### src/rtl/gate_cell_selftest_seq.sv
// Self-test sequencer for the shared logic cells: walks every operand vector through each
// cell, compares against a golden truth table and reports progress, busy and fail on io_out.
module gate_cell_selftest_seq #(
    parameter int NUM_GATES = 7,
    parameter int VEC_BITS  = 3   // io_out[5:3] and the 8-entry truth tables assume 3
) (
    input  logic [7:0] io_in,
    output logic [7:0] io_out
);

    typedef enum logic [2:0] {
        S_IDLE,
        S_APPLY,
        S_CHECK,
        S_DONE,
        S_FAULT
    } state_t;

    localparam logic [2:0]          LAST_GATE = 3'(NUM_GATES - 1);
    localparam logic [2:0]          DONE_IDX  = 3'd7;
    localparam logic [VEC_BITS-1:0] LAST_OP   = {VEC_BITS{1'b1}};

    logic clk, rst_n, start, hold, inject, stop_on_fail;
    logic unused_io;

    assign clk          = io_in[0];
    assign rst_n        = io_in[1];
    assign start        = io_in[2];
    assign hold         = io_in[3];
    assign inject       = io_in[4];
    assign stop_on_fail = io_in[5];
    assign unused_io    = &{1'b0, io_in[7:6]};

    state_t              state, state_next;
    logic [2:0]          gate_idx, gate_next;
    logic [VEC_BITS-1:0] op, op_next;
    logic                fail, fail_next;
    logic                start_q, start_rise;
    logic                busy;

    assign start_rise = start & ~start_q;
    assign busy       = (state == S_APPLY) || (state == S_CHECK);
    assign io_out     = {fail, busy, op, gate_idx};

    // Cells under test, all driven continuously from the operand vector.
    logic a, b, s;
    logic and_out, xor_out, nand_out, not_out, buf_out, mux_out, dff_q;

    assign a        = op[0];
    assign b        = op[1];
    assign s        = op[2];
    assign and_out  = a & b;
    assign xor_out  = a ^ b;
    assign nand_out = ~(a & b);
    assign not_out  = ~a;
    assign buf_out  = a;
    assign mux_out  = s ? b : a;

    // The flop cell keeps clocking through hold; its d is stable then, so the check stays valid.
    always_ff @(posedge clk or negedge rst_n) begin
        if (!rst_n) dff_q <= 1'b0;
        else        dff_q <= a;
    end

    logic       cell_out, expected, mismatch;
    logic [7:0] golden;

    // Golden outputs indexed by op; bit n is the expected output for op == n.
    always_comb begin
        // NOTE: every always_comb output gets a default first so no path can infer a latch.
        cell_out = 1'b0;
        golden   = 8'h00;
        case (gate_idx)
            3'd0: begin cell_out = and_out;  golden = 8'b1000_1000; end
            3'd1: begin cell_out = xor_out;  golden = 8'b0110_0110; end
            3'd2: begin cell_out = nand_out; golden = 8'b0111_0111; end
            3'd3: begin cell_out = not_out;  golden = 8'b0101_0101; end
            3'd4: begin cell_out = buf_out;  golden = 8'b1010_1010; end
            3'd5: begin cell_out = mux_out;  golden = 8'b1100_1010; end
            3'd6: begin cell_out = dff_q;    golden = 8'b1010_1010; end
            default: ;
        endcase
        expected = golden[op];
        mismatch = cell_out != (expected ^ inject);
    end

    always_comb begin
        state_next = state;
        gate_next  = gate_idx;
        op_next    = op;
        fail_next  = fail;
        case (state)
            S_IDLE, S_DONE, S_FAULT: begin
                if (start_rise) begin
                    state_next = S_APPLY;
                    gate_next  = 3'd0;
                    op_next    = '0;
                    fail_next  = 1'b0;
                end
            end
            S_APPLY: state_next = S_CHECK;
            S_CHECK: begin
                if (mismatch) fail_next = 1'b1;
                if (mismatch && stop_on_fail) begin
                    state_next = S_FAULT;
                end else if (op == LAST_OP) begin
                    op_next = '0;
                    if (gate_idx == LAST_GATE) begin
                        state_next = S_DONE;
                        gate_next  = DONE_IDX;
                    end else begin
                        state_next = S_APPLY;
                        gate_next  = gate_idx + 3'd1;
                    end
                end else begin
                    state_next = S_APPLY;
                    op_next    = op + VEC_BITS'(1);
                end
            end
            default: state_next = S_IDLE;
        endcase
    end

    // start_q tracks the pin even during hold, so an edge arriving under hold is consumed.
    always_ff @(posedge clk or negedge rst_n) begin
        if (!rst_n) begin
            state    <= S_IDLE;
            gate_idx <= 3'd0;
            op       <= '0;
            fail     <= 1'b0;
            start_q  <= 1'b0;
        end else begin
            // NOTE: sequential state uses non-blocking assignments so all flops update together.
            start_q <= start;
            if (!hold) begin
                state    <= state_next;
                gate_idx <= gate_next;
                op       <= op_next;
                fail     <= fail_next;
            end
        end
    end

endmodule

### config.mk
export PLATFORM = sky130hd
export DESIGN_NAME = gate_cell_selftest_seq
export DESIGN_NICKNAME = d
export VERILOG_FILES = /design/src/rtl/gate_cell_selftest_seq.sv
export SDC_FILE = /design/constraint.sdc
export NUM_CORES = 1
export LEC_CHECK = 0
export BUFFER_PORTS_ARGS = -buffer_cell sky130_fd_sc_hd__buf_2
export CORE_ASPECT_RATIO = 0.7
export CORE_MARGIN = 2
export CORE_UTILIZATION = 49
export DETAILED_ROUTE_END_ITERATION = 7
export HOLD_SLACK_MARGIN = 0.03
export PLACE_DENSITY = 0.76
export SLEW_MARGIN = 5
export SYNTH_ARGS = -nofsm -noshare
export SYNTH_HDL_FRONTEND = slang
export SYNTH_SLANG_ARGS = --single-unit
### constraint.sdc
create_clock -name io_in -period 2.65 [get_ports io_in]
set_clock_uncertainty 0.05 [all_clocks]
set_input_delay 0.53 -clock io_in [delete_from_list [all_inputs] [get_ports io_in]]
set_output_delay 0.53 -clock io_in [all_outputs]
set_load 0.01 [all_outputs]
==> run summary <==
power density over the cells = 1570 nW/µm²
r2r worst-path depth = 12
portion of total power attributed to the clock network = 0.928
area of the core = 1850 µm²
number of hold-slack violations in the final timing report = 13
TritonCTS clock tree = yes
count of unique library cells instantiated by Yosys = 45
mean number of vias per cell = 7.22
most frequent cells in the layout = sky130_fd_sc_hd__clkbuf_4, sky130_fd_sc_hd__buf_4, sky130_fd_sc_hd__nand2_1, sky130_fd_sc_hd__dfrtp_1, sky130_fd_sc_hd__buf_2
Final Critical Period = 2730 ps
number of input and output port buffers inserted = 8
register area share after synthesis = 0.313
overall power consumption = 2.80 mW
Worst Path Max Fanout = 5
required time at the worst-slack endpoint = 2780 ps
number of antenna violations at the first check in global routing = 0
overall track demand over capacity in global routing = 0.453
number of slew-limit violations in the final report = 0
number of placed I/O pins = 16
Skew-Pair Late Insertion Delay = 290 ps
antenna diode instance count = 0
worst ir drop on vdd = 0.00157 V
class of the tightest hold or removal check = clock port to asynchronous set/reset pin
yosys warns = 0
Setup crit end kind = flop
Sequential Power Share = 0.072
first-pass GRT wire length = 7.17 mm
area of the die = 2330 µm²
register clock-pin slew on the reported worst setup and hold paths = 90 ps
area delta synth->final = 85.1%
post-route worst setup slack = -78.1 ps
synthesis-stage register bit count = 12
starting density of the core = 0.518
Main synth FF type = sky130_fd_sc_hd__dfrtp_1
average detailed-routed wire length per instance = 30.2 µm
setup total negative slack = -195 ps
number of violations of the max-capacitance limit = 0
number of core rows = 13
number of nets still failing antenna checks after routing = 0
number of nets produced by synthesis = 112
count of mapped cells out of synthesis = 97
unrepaired setup endpoints after global routing = yes
Placer Congestion = 0.762
internal power contribution = 1.68 mW
initial detailed-routing violation count = 445
proportion of power drawn by combinational gates = 0
Slew HR = 0.728
number of enable-type register cells in the synthesized netlist = 0
share of flip-flops with an asynchronous set or reset = 1.00
worst setup path category = flop to flop
final layout net count = 173
number of global-route vias before repair = 1625
final critical-path share of the clock period = 1.03
net switching power of the design = 1.12 mW
die width = 56.9 µm
Via Count = 1365
detailed-route wire length = 5.70 mm
commonest non-fill, non-tap cell in the layout = sky130_fd_sc_hd__clkbuf_4
Final HPWL DP = 1.49 mm
average cell area after synthesis = 9.89 µm²
WP data arrival = 2860 ps
maximum number of pins on one net before global-route repair = 12
fraction of layout cells with a size suffix above 1 = 0.629
Hold-fix buffers, CTS = 0
violations in the final reports = DRC, hold timing, setup timing
leakage power of the design = 0.814 nW
top achievable clock speed = 367 MHz
remaining design rule violation count = 278
Sw Ratio = 0.401
die boundary height = 41.0 µm
worst hold slack = -383 ps
transition at the pin with the smallest max-transition slack = 408 ps
result of the run = complete, but fails checks
sort of element at the start of the critical path = flop
Setup Viol. Count Final = 4
post-synthesis instance area = 960 µm²
first drt pass iteration count = 8
Congestion Overflow GR = 0
timing repair:
action,CTS,global route
pin swaps,13,10
cloned,0,0
buffers inserted,13,4
gates resized for setup,38,15
setup endpoints to repair,9,8
critical path, cell delays in order (launching register included):
cell and delay, ps:
sky130_fd_sc_hd__dfrtp_2 470, sky130_fd_sc_hd__inv_4 80, sky130_fd_sc_hd__ha_4 180, sky130_fd_sc_hd__and2_4 170, sky130_fd_sc_hd__o32ai_4 260, sky130_fd_sc_hd__a22oi_2 170, sky130_fd_sc_hd__a31oi_4 250, sky130_fd_sc_hd__buf_12 140
sky130_fd_sc_hd__xor2_4 210, sky130_fd_sc_hd__buf_8 130, sky130_fd_sc_hd__o21ai_4 60, sky130_fd_sc_hd__buf_8 130, sky130_fd_sc_hd__mux2_4 300
worst paths after layout:
check                       startpoint     endpoint  slack (ps)
max                        gate_idx[1]        op[1]         -80
min                           io_in[1]        op[2]        -380
max reg2reg                gate_idx[1]        op[1]         -80
min reg2reg                       fail         fail         540
max in group asynchronous     io_in[1]  gate_idx[1]        2780
min in group io_in            io_in[2]      start_q         -60
metal layers:
| metal | track usage | up-vias | wire (µm) |
|---|---|---|---|
| li1 | - | 489 | - |
| met1 | 0.352 | 578 | 1910 |
| met2 | 0.557 | 201 | 2210 |
| met3 | 0.454 | 97 | 932 |
| met4 | 0.640 | 0 | 655 |
| met5 | 0.0714 | - | 0 |
through the flow:
step | area [µm²] | std cells | utilization | setup slack [ps]
2_1_floorplan | 960 | 97 | - | 280
3_3_place_gp | 1000 | 124 | 0.539 | 236
3_5_place_dp | 1000 | 124 | 0.539 | 194
4_1_cts | 1740 | 189 | 0.937 | -65.9
5_1_grt | 1780 | 189 | 0.958 | -86.9
6_report | 1780 | 189 | 0.958 | -78.1
sequential cells by signal, indices dropped and copies added, names as in the netlist:
register / flops
dff_q: 1
fail: 1
gate_idx: 3
op: 3
start_q: 1
state: 3
cells in the mapped netlist, drive strengths merged, types with 2 or more instances:
master / n / area share
a211oi: 2 / 0.016
a21oi: 6 / 0.031
a31oi: 3 / 0.035
and2: 3 / 0.022
buf: 5 / 0.044
dfrtp: 12 / 0.31
ha: 7 / 0.091
inv: 5 / 0.020
mux2: 2 / 0.031
nand2: 8 / 0.031
nand2b: 5 / 0.033
nand3: 2 / 0.010
nor2: 4 / 0.016
nor3: 2 / 0.010
o21ai: 5 / 0.038
o2bb2ai: 3 / 0.027
xnor2: 2 / 0.026
power groups by stage:
stage	clock [mW]	sequential, mW	combinational (mW)
after floorplan	0.417	0.206	0.000000168
after global placement	0.404	0.206	0.000000201
after detailed placement	0.404	0.206	0.000000201
after CTS	2.38	0.200	0.000000235
after global routing	2.70	0.200	0.000000247
final	2.60	0.200	0.000000247
kinds of logic after synthesis:
logic type	synth area share
DFF	0.313
and+or+nand+nor	0.170
AOI/OAI and AO/OA	0.278
muxes	0.0417
buffers and inverters	0.0639
xor gates and xnor gates	0.0430
adders and majority gates	0.0913
area by class of cell:
cell class,instances,area (µm²)
inverters,4,17.5
clock inverters,11,110
well taps,22,27.5
repair buffers,19,146
fillers,45,77.6
flip-flops and latches,12,305
clock buffers,46,380
multi-input cells,75,790
Note: power is estimated with default switching activity, not from simulation.
